## config.mk

```make
export PLATFORM = sky130hd
export DESIGN_NAME = carry_chain_pipe
export DESIGN_NICKNAME = d
export VERILOG_FILES = /design/src/rtl/carry_chain_pipe.sv
export SDC_FILE = /design/constraint.sdc
export NUM_CORES = 1
export LEC_CHECK = 0
export CAP_MARGIN = 40
export CORE_ASPECT_RATIO = 0.75
export CORE_MARGIN = 5
export CORE_UTILIZATION = 51
export CTS_BUF_LIST = sky130_fd_sc_hd__clkbuf_8
export DETAILED_ROUTE_END_ITERATION = 7
export GPL_ROUTABILITY_DRIVEN = 1
export PLACE_DENSITY = 0.86
export SLEW_MARGIN = 20
export SYNTH_ARGS = -nofsm -noshare
export SYNTH_HDL_FRONTEND = slang
export SYNTH_SLANG_ARGS = --single-unit
```

## constraint.sdc

```tcl
create_clock -name clk -period 4.86 [get_ports clk]
set_input_delay 1.215 -clock clk [delete_from_list [all_inputs] [get_ports clk]]
set_output_delay 1.215 -clock clk [all_outputs]
set_load 0.02 [all_outputs]
```

## src/rtl/carry_chain_pipe.sv

```systemverilog
// -----------------------------------------------------------------------------
// carry_chain_pipe
//
// Purpose:
//   Pipelined propagate/generate carry chain. The WIDTH-bit chain is cut into
//   STAGES = WIDTH/SEG segments with a register stage after each segment.
//   P/G of later segments and the sums of earlier segments ride along the
//   pipeline, so all bits of one vector leave together and one result per
//   cycle is sustained. Valid/ready handshake on both sides; a single global
//   advance enable (en = !out_valid || out_ready) moves or freezes the whole
//   pipeline.
//
//   Per bit:  C[0] = Ci,  C[i+1] = P[i] ? C[i] : G[i],  S[i] = P[i] ^ C[i]
//
// Ports:
//   clk        in   clock, rising edge
//   rst        in   synchronous active-high reset
//   in_valid   in   P/G/Ci hold a vector
//   in_ready   out  vector accepted this cycle (forced high during rst)
//   P, G       in   WIDTH-bit propagate / generate
//   Ci         in   chain carry-in
//   out_valid  out  S/Co hold a result
//   out_ready  in   downstream consumes the result this cycle
//   S          out  WIDTH-bit sum
//   Co         out  carry out of bit WIDTH-1
//   V          out  two's-complement overflow C[WIDTH]^C[WIDTH-1]
//                   (only with CARRY_CHAIN_PIPE_OVERFLOW_EN)
//
// Configuration macro:
//   CARRY_CHAIN_PIPE_OVERFLOW_EN - adds the registered overflow output V.
// -----------------------------------------------------------------------------
module carry_chain_pipe #(
    parameter int WIDTH = 16,
    parameter int SEG   = 4
) (
    input  logic             clk,
    input  logic             rst,
    input  logic             in_valid,
    output logic             in_ready,
    input  logic [WIDTH-1:0] P,
    input  logic [WIDTH-1:0] G,
    input  logic             Ci,
    output logic             out_valid,
    input  logic             out_ready,
    output logic [WIDTH-1:0] S,
`ifdef CARRY_CHAIN_PIPE_OVERFLOW_EN
    output logic             Co,
    output logic             V
`else
    output logic             Co
`endif
);

    // Derived; guarded so a bad SEG still reaches the elaboration error below.
    localparam int STAGES = (SEG < 1) ? 1 : (WIDTH / SEG);

    generate
        if (SEG < 1) begin : g_bad_seg
            $error("carry_chain_pipe: SEG must be >= 1");
        end else if ((WIDTH % SEG) != 0) begin : g_bad_width
            $error("carry_chain_pipe: WIDTH must be a multiple of SEG");
        end
    endgenerate

    // Pipeline state: r_p/r_g[k] feed stage k+1, r_s/r_c[k] are stage k outputs.
    logic [WIDTH-1:0] r_p   [STAGES];
    logic [WIDTH-1:0] r_g   [STAGES];
    logic [WIDTH-1:0] r_s   [STAGES];
    logic             r_c   [STAGES];
    logic             r_vld [STAGES];

    // Combinational stage results.
    logic [WIDTH-1:0] w_s [STAGES];
    logic             w_c [STAGES];
    logic [WIDTH-1:0] w_cur_p;
    logic [WIDTH-1:0] w_cur_g;
    logic [WIDTH-1:0] w_cur_s;
    logic             w_carry;
    logic             w_en;

`ifdef CARRY_CHAIN_PIPE_OVERFLOW_EN
    logic             w_v;
    logic             r_v;
`endif

    // Global advance: the pipeline moves unless a result is stalled at the output.
    always_comb begin
        w_en     = (!r_vld[STAGES-1]) || out_ready;
        in_ready = w_en || rst;
    end

    // Segment evaluation: each stage ripples SEG bits from its skewed P/G slice.
    always_comb begin
        w_cur_p = {WIDTH{1'b0}};
        w_cur_g = {WIDTH{1'b0}};
        w_cur_s = {WIDTH{1'b0}};
        w_carry = 1'b0;
        for (int k = 0; k < STAGES; k++) begin
            if (k == 0) begin
                w_cur_p = P;
                w_cur_g = G;
                w_cur_s = {WIDTH{1'b0}};
                w_carry = Ci;
            end else begin
                w_cur_p = r_p[k-1];
                w_cur_g = r_g[k-1];
                w_cur_s = r_s[k-1];
                w_carry = r_c[k-1];
            end
            for (int b = 0; b < SEG; b++) begin
                w_cur_s[k*SEG+b] = w_cur_p[k*SEG+b] ^ w_carry;
                w_carry          = w_cur_p[k*SEG+b] ? w_carry : w_cur_g[k*SEG+b];
            end
            w_s[k] = w_cur_s;
            w_c[k] = w_carry;
        end
`ifdef CARRY_CHAIN_PIPE_OVERFLOW_EN
        // C[WIDTH-1] is recovered as S[WIDTH-1]^P[WIDTH-1] from the last stage.
        w_v = w_carry ^ w_cur_s[WIDTH-1] ^ w_cur_p[WIDTH-1];
`endif
    end

    // Pipeline registers: reset clears everything, otherwise shift when enabled.
    always_ff @(posedge clk) begin
        if (rst) begin
            for (int k = 0; k < STAGES; k++) begin
                r_p[k]   <= {WIDTH{1'b0}};
                r_g[k]   <= {WIDTH{1'b0}};
                r_s[k]   <= {WIDTH{1'b0}};
                r_c[k]   <= 1'b0;
                r_vld[k] <= 1'b0;
            end
`ifdef CARRY_CHAIN_PIPE_OVERFLOW_EN
            r_v <= 1'b0;
`endif
        end else if (w_en) begin
            for (int k = 0; k < STAGES; k++) begin
                r_s[k] <= w_s[k];
                r_c[k] <= w_c[k];
                if (k == 0) begin
                    r_p[k]   <= P;
                    r_g[k]   <= G;
                    r_vld[k] <= in_valid;
                end else begin
                    r_p[k]   <= r_p[k-1];
                    r_g[k]   <= r_g[k-1];
                    r_vld[k] <= r_vld[k-1];
                end
            end
`ifdef CARRY_CHAIN_PIPE_OVERFLOW_EN
            r_v <= w_v;
`endif
        end
    end

    // Outputs come straight from the last stage registers.
    assign S         = r_s[STAGES-1];
    assign Co        = r_c[STAGES-1];
    assign out_valid = r_vld[STAGES-1];
`ifdef CARRY_CHAIN_PIPE_OVERFLOW_EN
    assign V         = r_v;
`endif

endmodule

```

==> flow_results.org, run 1 <==
** Placed design
- Once placement finished, the instance area stood at 4660 um2.
- At the end of routability-driven placement, the weighted congestion stood at about 0.75.
- Sum of net half-perimeters after detailed placement :: between 4 and 5 mm
- The number of placed instances, taps included, is approximately 420.
- OpenSTA, run right after detailed placement, puts the worst setup slack at approximately 1100 ps.
- Input and output buffers added on the ports amount to between 50 and 60.

** Timing
- Worst setup margin :: around 1100 ps
- Shortest clock period the worst path allows after layout :: 3780 ps
- Setup TNS Final :: 0 ps
- Maximum clock frequency :: between 0.2 and 0.3 GHz
- The number of endpoints with negative hold slack in the final report came to 0.
- RSZ-0062 raised after global routing :: no
- Period Utilization, post-route :: 0.778
- Post-route worst hold slack :: approximately 550 ps
- Worst-case headroom to the max-slew limit :: 0.515
- Fin Clk Skew :: 7.01 ps
- Fin. max-slew vios :: 0
- Setup violations remaining at the end of the flow were counted as 0.
- For the pin with the worst max-slew slack, the measured transition is a little over 700 ps.

** Floorplanning
- Top-Level Pins :: 56
- Initial cell density of the core :: 0.516
- In this run the horizontal extent of the chip is ~110 um.
- Vertical die dimension :: approximately 87 um
- In this run the standard cell core region covers between 7000 and 8000 um2.
- The die covers 9800 um2.
- Placement Rows :: 28

** Synth
- Syn Nets :: 315
- Post-synth EDFFs :: between 90 and 100
- Portion of synthesized cell area occupied by the leading cell type :: 0.715
- Cell type with the highest aggregate area in the netlist :: edfxtp_1
- In this run the cell area of the synthesized design comes to just over 4000 um2.
- Number of library cell types mapped by synthesis :: 17
- Cell types with the largest area share after synthesis :: edfxtp_1, and3_1, mux2i_1
- Counting instances in the post-synthesis netlist gives the leading cell types as edfxtp_1, and3_1, mux2i_1.
- After technology mapping, the gate count stands at 278.
- After synthesis, the share of flip-flops with an asynchronous set or reset is 0.
- Yosys printed 0 warnings.
- Of the synthesized area, sequential elements account for 0.715.
- For this run, the leading register cell type out of synthesis is edfxtp_1.
- Dividing the synthesized area by the synthesized cell count gives about 15 um2.
- The synthesized design contains 96 register bits.
- Most common cell in the netlist :: edfxtp_1

** Clocking
- Worst-path clk slew :: around 90 ps
- Quantity of gates resized following cts :: 0
- Clock tree from TritonCTS :: yes
- Clock tree synthesis inserted a total of 9 buffers.
- CTS placed an instance of clkbuf_8 at the clock tree root.
- Number of clock sinks :: 96
- At the later pin of the worst-skew pair, clock insertion delay measures 350 ps.
- H-tree lvl count :: 3
- After clock tree synthesis, the setup repair step added 0 buffers.
- Max clock buf depth :: 2
- Cts-stage hold buffer count :: 0

** Job
- Total of max-cap violations :: 0

** Critical path
- Arrival time at the worst endpoint :: about 2600 ps
- In this run the critical register-to-register path is launched from r_vld[3]$_DFFE_PP_.
- The worst setup path is launched from an input pin.
- Worst reg2reg endpoint :: r_c[2]$_SDFFCE_PN0P_
- Slowest cell delay on critical path :: about 610 ps
- Max stage delay cell, worst path :: clkdlybuf4s50_1
- Kind of end point of the critical path :: output port
- The most numerous cell type found on the critical path is clkdlybuf4s50_1.
- Data on the critical path is required at its endpoint by 3640 ps.
- Critical path class :: in2out
- The signal on the critical path passes through clkdlybuf4s50_1 -> nand2b_2 -> nand2b_4 -> clkdlybuf4s50_1.
- Reg2reg setup slack :: between 2000 and 3000 ps
- In this run the worst path has a maximum fanout of 2.
- Counting cells, the worst reg-to-reg path comes to 4.

** Drt
- Via-to-Cell Ratio :: between 5 and 6
- Overall routed net length :: approximately 6.7 mm
- For this run, design rule violations remaining after detail routing come to 0.
- Across all layers, the routed design uses roughly 2,300 vias.
- The first TritonRoute pass finished after 7 iterations.
- DRC violation total after the first TritonRoute iteration :: ~170
- Post-DRT Antenna Nets :: 0
- WL per Instance :: 15.3 um

** Cells and area
- After filler insertion, the fill cell instance count of the layout stands at approximately 600.
- Count of antenna diodes in the layout :: 0
- Nets :: between 300 and 400
- Area of combinational cells with multiple inputs :: about 1000 um2
- The finished cells cover slightly below 5000 um2.
- Sequential standard cell area :: approximately 2900 um2
- In the final layout, the share of cells above drive strength 1 is 0.0781.
- Number of non-filler instances in the completed layout :: 438
- From synthesis to final layout, the design area changed by 20.2%.

** Hold path
- In this run the most critical hold path is launched from r_s[1][1]$_SDFFCE_PN0P_.
- Along the worst hold path, the cell count comes to 1.
- The tightest min-delay check is of the reg2reg type.
- The path with the worst hold slack has its endpoint at r_s[2][1]$_SDFFCE_PN0P_.

** Global routing
- The number of global-route vias before repair was 2,150.
- Entering global routing, the biggest net connects 94 pins.
- The first global-routing pass estimated ~11 mm of wire.
- Combined global-route utilization of all metal layers :: 0.142
- For this run the aggregate overflow at the end of global routing stands at 0.
- Antenna violations before repair :: 0

** Pwr
- In this run the static leakage power is about 2.1 nW.
- Peak supply drop :: roughly 0.00020 V
- Dividing total power by cell area gives a power density of ~320 nW/um2.

** Run status
- The run finished with clean final reports.
## metal layers
| metal | track usage | part of all wire |
|---|---|---|
| met4 | 0.0328 | 0.0028 |
| met2 | 0.229 | 0.49 |
| met1 | 0.183 | 0.44 |
| met3 | 0.0563 | 0.067 |
| met5 | 0 | 0 |
## critical path: cells and delay by family
kind,cells,cell delay (ps)
simple gates,2,290
buf+inv,2,1060
## placed cells by master, fill, tap and decap left out, types with 3 or more instances in the layout
cell	instances
edfxtp_1	96
and3_1	76
clkdlybuf4s50_1	55
mux2i_1	16
nand3_1	13
nor2_1	12
inv_1	10
clkbuf_8	9
nand3b_1	7
nand2_1	5
nand2b_1	4
o211a_1	4
a211oi_2	4
xor2_1	4
xnor2_1	4
buf_4	4
clkinv_2	3
## through the flow
| stage | util | power [mW] |
|---|---|---|
| 2_1_floorplan | - | 1.07 |
| 3_3_place_gp | 0.596 | 1.13 |
| 3_5_place_dp | 0.596 | 1.14 |
| 4_1_cts | 0.617 | 1.56 |
| 5_1_grt | 0.620 | 1.62 |
| 6_report | 0.620 | 1.55 |
## sequential cells by signal, summed over array words and instances, names as in the netlist
register	cells
r_c	4
r_g	24
r_p	24
r_s	40
r_vld	4
## cell families after synthesis
family | share of synthesized area
compound gates | 0.0223
xor+xnor | 0.0174
buf+inv | 0.0335
flops | 0.715
mux | 0.0397
simple gates | 0.172
## worst max-delay path by stage
stage | startpoint | slack, ps | end
3_3_place_gp | out_ready | 1080 | in_ready
2_1_floorplan | out_ready | 800 | in_ready
5_1_grt | out_ready | 1040 | in_ready
6_report | out_ready | 1080 | in_ready
3_5_place_dp | out_ready | 1080 | in_ready
4_1_cts | out_ready | 1070 | in_ready
## where the power goes
part / total (mW) / internal [mW] / leakage [nW] / switching (mW)
registers: 0.979 / 0.961 / 1.14 / 0.0179
logic: 0.137 / 0.0745 / 0.900 / 0.0626
clock network: 0.437 / 0.181 / 0.0880 / 0.255
## final cells by class
cell class                      count  area share
Sequential cell                    96       0.595
Multi-Input combinational cell    151       0.211
Timing Repair Buffer               60       0.125
Tap cell                          105      0.0271
Clock buffer                        9      0.0256
Clock inverter                      7     0.00800
Inverter                           10     0.00774
Note: power is estimated with default switching activity, not from simulation.
==> run 2: changes to the inputs <==
--- a/config.mk
+++ b/config.mk
@@ -8,11 +8,11 @@
 export CAP_MARGIN = 40
 export CORE_ASPECT_RATIO = 0.75
 export CORE_MARGIN = 5
-export CORE_UTILIZATION = 51
+export CORE_UTILIZATION = 55
 export CTS_BUF_LIST = sky130_fd_sc_hd__clkbuf_8
 export DETAILED_ROUTE_END_ITERATION = 7
 export GPL_ROUTABILITY_DRIVEN = 1
-export PLACE_DENSITY = 0.86
+export PLACE_DENSITY = 0.88
 export SLEW_MARGIN = 20
 export SYNTH_ARGS = -nofsm -noshare
 export SYNTH_HDL_FRONTEND = slang
==> constraint.sdc (replaced) <==
create_clock -name clk -period 3.8 [get_ports clk]
set_input_delay 0.95 -clock clk [delete_from_list [all_inputs] [get_ports clk]]
set_output_delay 0.95 -clock clk [all_outputs]
set_load 0.02 [all_outputs]
==> flow_results.org, run 2 (synthesized netlist as in run 1, its figures left out) <==
** Run status
- Outcome :: complete, no violations

** Critical path
- The worst setup path is of the in2out kind.
- The highest net fanout along the worst path came to 2 (unchanged).
- The depth of the most critical reg-to-reg path came to 4 (unchanged).
- Cell repeated most along the worst path :: clkdlybuf4s50_1
- The critical path goes through clkdlybuf4s50_1 -> nand2b_2 -> nand2b_4 -> clkdlybuf4s50_1.
- Startpoint of the most critical register-to-register path :: r_vld[3]$_DFFE_PP_
- The number of buffer and inverter instances along the worst setup path came to 2 (unchanged).
- Max stage delay cell, worst path :: clkdlybuf4s50_1
- Critical Path Start Type :: input pin
- Arrival time at the worst endpoint :: 2300 ps (-260 ps)
- Kind of end point of the critical path :: output port
- Broken down by cell family, the worst path's largest delay share belongs to buffers and inverters.
- The maximum cell stage delay along the critical path was 600 ps (about the same).
- In this run the critical register-to-register path is captured at r_p[0][47]$_SDFFCE_PN0P_.
- Endpoint required time on the critical path :: 2850 ps (-790 ps)
- The reg-to-reg setup timing slack was 1610 ps (-1110 ps).

** Clocking
- Quantity of gates resized following cts :: 0 (unchanged)
- The clock-pin transition on the worst setup and hold timing paths came to 80 ps (about the same).
- Clock latency on the worst-skew pair :: 350 ps (about the same)
- Clock tree from TritonCTS :: yes
- Post-CTS setup repair buffer count :: 0 (unchanged)
- The tree is rooted in a clkbuf_8.
- The H-tree level count is 3 (unchanged).
- The number of hold-repair buffers added at the cts stage is 0 (unchanged).
- Number of buffers created by CTS :: 9 (unchanged)
- Number of clock sinks :: 96 (unchanged)
- Max clock buf depth :: 2 (unchanged)

** Cells and area
- Relative to the synthesized area, the layout overhead comes to 19.8%.
- The library cell used most frequently in the layout, excluding fill and tap cells, is edfxtp_1.
- In the layout the commonest cells are edfxtp_1, and3_1, clkdlybuf4s50_1.
- Register bank with the most flops :: r_s
- The number of flip-flops in the largest register is 40 (unchanged).
- Number of non-filler instances in the completed layout :: 432 (-1.4%)
- Fraction of layout cells with a size suffix above 1 :: 0.0695 (-0.00859)
- The number of fill cells was 554 (-6.9%).
- The number of nets in the layout is 364 (-0.27%).
- Count of antenna diodes in the layout :: 0 (unchanged)
- Biggest registers after layout :: r_s: 40 flops, r_g: 24 flops, r_p: 24 flops

** Timing
- Shortest clock period the worst path allows after layout :: 3250 ps
- Period Utilization, post-route :: 0.855
- The worst hold slack across all endpoints is 555 ps (-0.347 ps).
- Worst setup margin :: 549 ps (-531 ps)
- The number of endpoints with negative hold slack in the final report was 0 (unchanged).
- Worst-case headroom to the max-slew limit :: 0.526 (+0.0110)
- Maximum clock frequency :: about 0.31 GHz
- Setup TNS Final :: 0 ps (unchanged)
- Fin Clk Skew :: 10.2 ps (+3.16 ps)
- Fin. max-slew vios :: 0 (unchanged)
- RSZ-0062 raised after global routing :: no
- Number of failing setup endpoints in the final timing report :: 0 (unchanged)
- The worst-margin pin slew was 711 ps (-16.5 ps).

** Pwr
- The switching power as a share of total power came to 0.208 (-0.00819).
- The internal power of the cells is 1.62 mW (+33%).
- Pwr per Cell Area :: 423 nW/um2 (+32%)
- The clock power share is 0.301 (+0.020).
- Power dissipated by switching net loads :: 0.425 mW (+26%)
- The leakage power summed over all cells was 2.12 nW (-0.32%).
- Peak supply drop :: 0.000253 V (+25%)
- Comb power frac :: 0.085 (-0.003)
- The share of total power in sequential cells is 0.614 (-0.017).
- Overall power :: 2.04 mW (+31%)

** Floorplanning
- The cell row count is 27 (-3.6%).
- The area of the core came to 7230 um2 (-7.5%).
- Die Wd :: 109 um (-3.4%)
- The vertical die dimension is 84.2 um (-3.3%).
- Top-Level Pins :: 56 (unchanged)
- The starting density of the core was 0.558 (+0.0416).
- Area of the die :: 9160 um2 (-6.5%)

** Job
- The number of max-cap violations came to 0 (unchanged).

** Drt
- The number of remaining DRC errors is 0 (unchanged).
- DRC violation total after the first TritonRoute iteration :: 168 (+0.60%)
- The via count was 2,348 (+1.5%).
- The via density per instance came to 5.44 (+2.9%).
- Length of the first detailed-routing pass in iterations :: 4 (-3)
- Overall routed net length :: 6.95 mm (+3.6%)
- WL per Instance :: 16.1 um (+5.1%)
- The residual antenna-violating net count after detailed routing came to 0 (unchanged).

** Hold path
- The worst hold path begins at r_vld[1]$_SDFFCE_PN0P_.
- The worst hold path belongs to the class reg2reg.
- The number of cells traversed by the worst hold path came to 1 (unchanged).
- For hold timing, the worst endpoint is r_vld[2]$_SDFFCE_PN0P_.

** Placed design
- Global placer's final weighted congestion :: 0.706 (-6.4%)
- The total placed cells including tap cells came to 417 (-0.95%).
- The post-DP HPWL is 4.33 mm (+0.69%).
- The pre-CTS worst setup slack was 548 ps (-532 ps).
- The count of buffers from port buffering came to 55 (unchanged).

** Global routing
- The total track usage came to 0.165 (+0.0226).
- The wire length of the first global-routing pass was 11.6 mm (+7.6%).
- Pin count of the biggest net entering global routing :: 94 (unchanged)
- Vias in the first global route :: 2,388 (+11%)
- Antenna violations before repair :: 0 (unchanged)
- The overflow left after global routing came to 0 (unchanged).
==> run 2: cell types whose count changed in the layout (fill, tap and decap cells not counted), sizes merged <==
cell	previous run	this run
clkinv	4	2
buf	5	4
bufinv	0	1
==> run 2: final cells by class <==
| class | count | area, um2 | share of cell area |
|---|---|---|---|
| multi-input cells | 151 | 1020 | 0.212 |
| inverters | 10 | 37.5 | 0.00777 |
| clock buffers | 9 | 124 | 0.0256 |
| repair buffers | 59 | 581 | 0.120 |
| clock inverters | 6 | 53.8 | 0.0111 |
| flip-flops and latches | 96 | 2880 | 0.597 |
| well taps | 101 | 126 | 0.0262 |
==> run 2: worst max-delay path by stage <==
stage                    from  endpoint  slack (ps)  cells past startpoint
floorplan           out_ready  in_ready         270                      3
global placement    out_ready  in_ready         550                      4
detailed placement  out_ready  in_ready         550                      4
CTS                 out_ready  in_ready         540                      4
global route        out_ready  in_ready         500                      4
finish              out_ready  in_ready         550                      4
==> run 2: power by group through the flow <==
stage               clock, mW  sequential (mW)  combinational [mW]
floorplan                   0             1.28              0.0855
global placement            0             1.27               0.168
detailed placement          0             1.28               0.175
CTS                     0.635             1.25               0.176
global route            0.667             1.26               0.191
finish                  0.614             1.25               0.174
==> run 2: through the flow <==
step / instance area [um2] / utilization
final: 4830 / 0.668
after global routing: 4830 / 0.668
after CTS: 4830 / 0.668
after detailed placement: 4650 / 0.643
after global placement: 4650 / 0.643
after floorplan: 4040 / -
==> run 2: routing by layer <==
metal | GRT usage | up-vias | share of wire
met5 | 0 | - | 0
met4 | 0.0585 | 0 | 0.0058
met3 | 0.0492 | 4 | 0.058
met2 | 0.264 | 74 | 0.50
met1 | 0.214 | 1138 | 0.44
li1 | - | 1132 | -
==> run 2: worst register-to-register path, stage by stage (launching register included) <==
cell and delay, ps:
edfxtp_1 410, nand2b_2 120, nand2b_4 150, buf_4 460, buf_4 650
==> run 3: changes to the inputs <==
--- a/config.mk
+++ b/config.mk
@@ -13,6 +13,7 @@
 export DETAILED_ROUTE_END_ITERATION = 7
 export GPL_ROUTABILITY_DRIVEN = 1
 export PLACE_DENSITY = 0.88
+export SETUP_SLACK_MARGIN = 0.5
 export SLEW_MARGIN = 20
 export SYNTH_ARGS = -nofsm -noshare
 export SYNTH_HDL_FRONTEND = slang
==> flow_results.org, run 3 (synthesized netlist as in run 1, its figures left out) <==
** Run status
- Outcome :: complete, no violations

** Floorplanning
- The starting density of the core was 0.558 (unchanged).
- The width of the die is 109 um (unchanged).
- The top-level I/O count was 56 (unchanged).
- Area of the core :: 7230 um2 (unchanged)
- The floorplan die area was 9160 um2 (unchanged).
- Placement Rows :: 27 (unchanged)
- Vertical die dimension :: 84.2 um (unchanged)

** Placed design
- The post-DP HPWL came to 4.17 mm (-3.7%).
- The count of buffers from port buffering was 55 (unchanged).
- Global placer's final weighted congestion :: 0.696 (-1.4%)

** Pwr
- Pwr per Cell Area :: 415 nW/um2 (-1.8%)
- The highest ir drop seen on vdd was 0.000236 V (-6.5%).
- Leakage power summed over all cells :: 2.11 nW (-0.30%)
- The overall power is 2.00 mW (-1.8%).

** Clocking
- Cts-stage hold buffer count :: 0 (unchanged)
- The clock-pin transition on the worst setup and hold timing paths is 90 ps (about the same).
- TritonCTS built the clock tree.
- The number of post-CTS setup repair buffers was 0 (unchanged).
- The clock insertion delay at the later pin of the skew report was 350 ps (about the same).
- Clock tree synthesis selected as its root buffer the cell clkbuf_8.
- The maximum buffer depth of the clock tree was 2 (unchanged).
- The CTS buffer count was 9 (unchanged).
- The H-tree level count was 3 (unchanged).
- Number of clock sinks :: 96 (unchanged)

** Drt
- Length of the first detailed-routing pass in iterations :: 4 (unchanged)
- Post-detailed-route DRC marker count :: 0 (unchanged)
- The average routed wire per standard cell is 15.5 um (-3.7%).
- The residual antenna-violating net count after detailed routing was 0 (unchanged).
- The first-iteration detailed-routing DRC count came to 159 (-5.4%).
- The via density per instance was 5.31 (-2.2%).
- The via count is 2,301 (-2.0%).
- Overall routed net length :: 6.71 mm (-3.5%)

** Cells and area
- The number of flip-flops in the largest register came to 40 (unchanged).
- Count of antenna diodes in the layout :: 0 (unchanged)
- Biggest registers after layout :: r_s: 40 flops, r_g: 24 flops, r_p: 24 flops
- Post-synthesis to final-layout area growth :: 19.7% (about the same)
- Register bank with the most flops :: r_s
- Leaving out fill and tap cells, the most frequent cell in the layout is edfxtp_1.
- Most used cells in the layout excluding fill and tap cells :: edfxtp_1, and3_1, clkdlybuf4s50_1
- The number of nets in the layout came to 364 (unchanged).
- The fraction of layout instances using a drive strength above 1 was 0.0813 (+0.0118).

** Global routing
- The wire length of the first global-routing pass is 11.1 mm (-4.3%).
- The overflow left after global routing came to 0 (unchanged).
- Combined global-route utilization of all metal layers :: 0.154 (-0.0103)
- Antenna violations before repair :: 0 (unchanged)
- The number of global-route vias before repair was 2,262 (-5.3%).
- Pin count of the biggest net entering global routing :: 94 (unchanged)

** Critical path
- The depth of the most critical reg-to-reg path was 4 (unchanged).
- The required time reported for the critical path endpoint came to 2850 ps (about the same).
- Critical Path Start Type :: input pin
- Arrival time at the worst endpoint :: 1940 ps (-360 ps)
- The worst setup path is of the in2out kind.
- Kind of end point of the critical path :: output port
- The highest net fanout along the worst path is 2 (unchanged).

** Job
- Total of max-cap violations :: 0 (unchanged)

** Hold path
- Path type of the worst min-delay path :: reg2reg
- Worst hold path cell count :: 1 (unchanged)

** Timing
- Final-report hold violation count :: 0 (unchanged)
- The summed negative setup slack over all endpoints was 0 ps (unchanged).
- Shortest clock period the worst path allows after layout :: 2890 ps (-356 ps)
- The worst-margin pin slew was 744 ps (+33.4 ps).
- RSZ-0062 raised after global routing :: no
- Worst-case headroom to the max-slew limit :: 0.504 (-0.0223)
- Period Utilization, post-route :: 0.762 (-0.0936)
- The number of max-slew violations in the final report is 0 (unchanged).
- Fin Clk Skew :: 11.6 ps (+1.38 ps)
- The number of setup violations in the final report came to 0 (unchanged).
- Maximum clock frequency :: 0.345 GHz (+12%)
-- run 3: layout make-up --
cell class,count,area (um2)
Sequential cell,96,2880
Fill cell,520,2400
Multi-Input combinational cell,151,1020
Timing Repair Buffer,59,583
Tap cell,101,126
Clock buffer,9,124
Clock inverter,7,48.8
Inverter,10,37.5
-- run 3: power breakdown --
group / internal [mW] / total (mW) / switching (mW)
clock network: 0.238 / 0.578 / 0.340
logic: 0.0945 / 0.173 / 0.0783
registers: 1.23 / 1.25 / 0.0242
-- run 3: repair_timing --
item	in CTS	in global routing
resized for setup	0	1
hold endpoints to repair	0	0
endpoints found under the setup margin	0	1
-- run 3: metal layers --
metal / share of wire / GRT usage / wire length [um]
met1: 0.46 / 0.213 / 3120
met2: 0.48 / 0.246 / 3250
met3: 0.049 / 0.0492 / 328
met4: 0.0015 / 0.0252 / 10
met5: 0 / 0 / 0
-- run 3: stage by stage --
| stage | hold slack (ps) | instances | setup slack [ps] | instance area, um2 | utilization |
|---|---|---|---|---|---|
| finish | 549 | 433 | 905 | 4830 | 0.668 |
| global route | 566 | 433 | 793 | 4830 | 0.668 |
| CTS | 556 | 433 | 518 | 4820 | 0.667 |
| detailed placement | 537 | 417 | 525 | 4650 | 0.643 |
| global placement | 531 | 417 | 552 | 4650 | 0.643 |
| floorplan | 528 | 278 | 831 | 4040 | - |
-- run 3: path summary, 6_finish.rpt --
path | start | endpoint | slack, ps
min | r_s[1][4]$_SDFFCE_PN0P_ | r_s[2][4]$_SDFFCE_PN0P_ | 550
max reg2reg | r_vld[3]$_DFFE_PP_ | r_s[0][3]$_SDFFCE_PN0P_ | 1610
max | out_ready | in_ready | 910
min reg2reg | r_s[1][4]$_SDFFCE_PN0P_ | r_s[2][4]$_SDFFCE_PN0P_ | 550
-- run 3: worst max-delay path: stages --
cell             delay, ps
clkdlybuf4s50_1        400
nand2b_2               210
nand2b_4               180
dlymetal6s2s_1         210
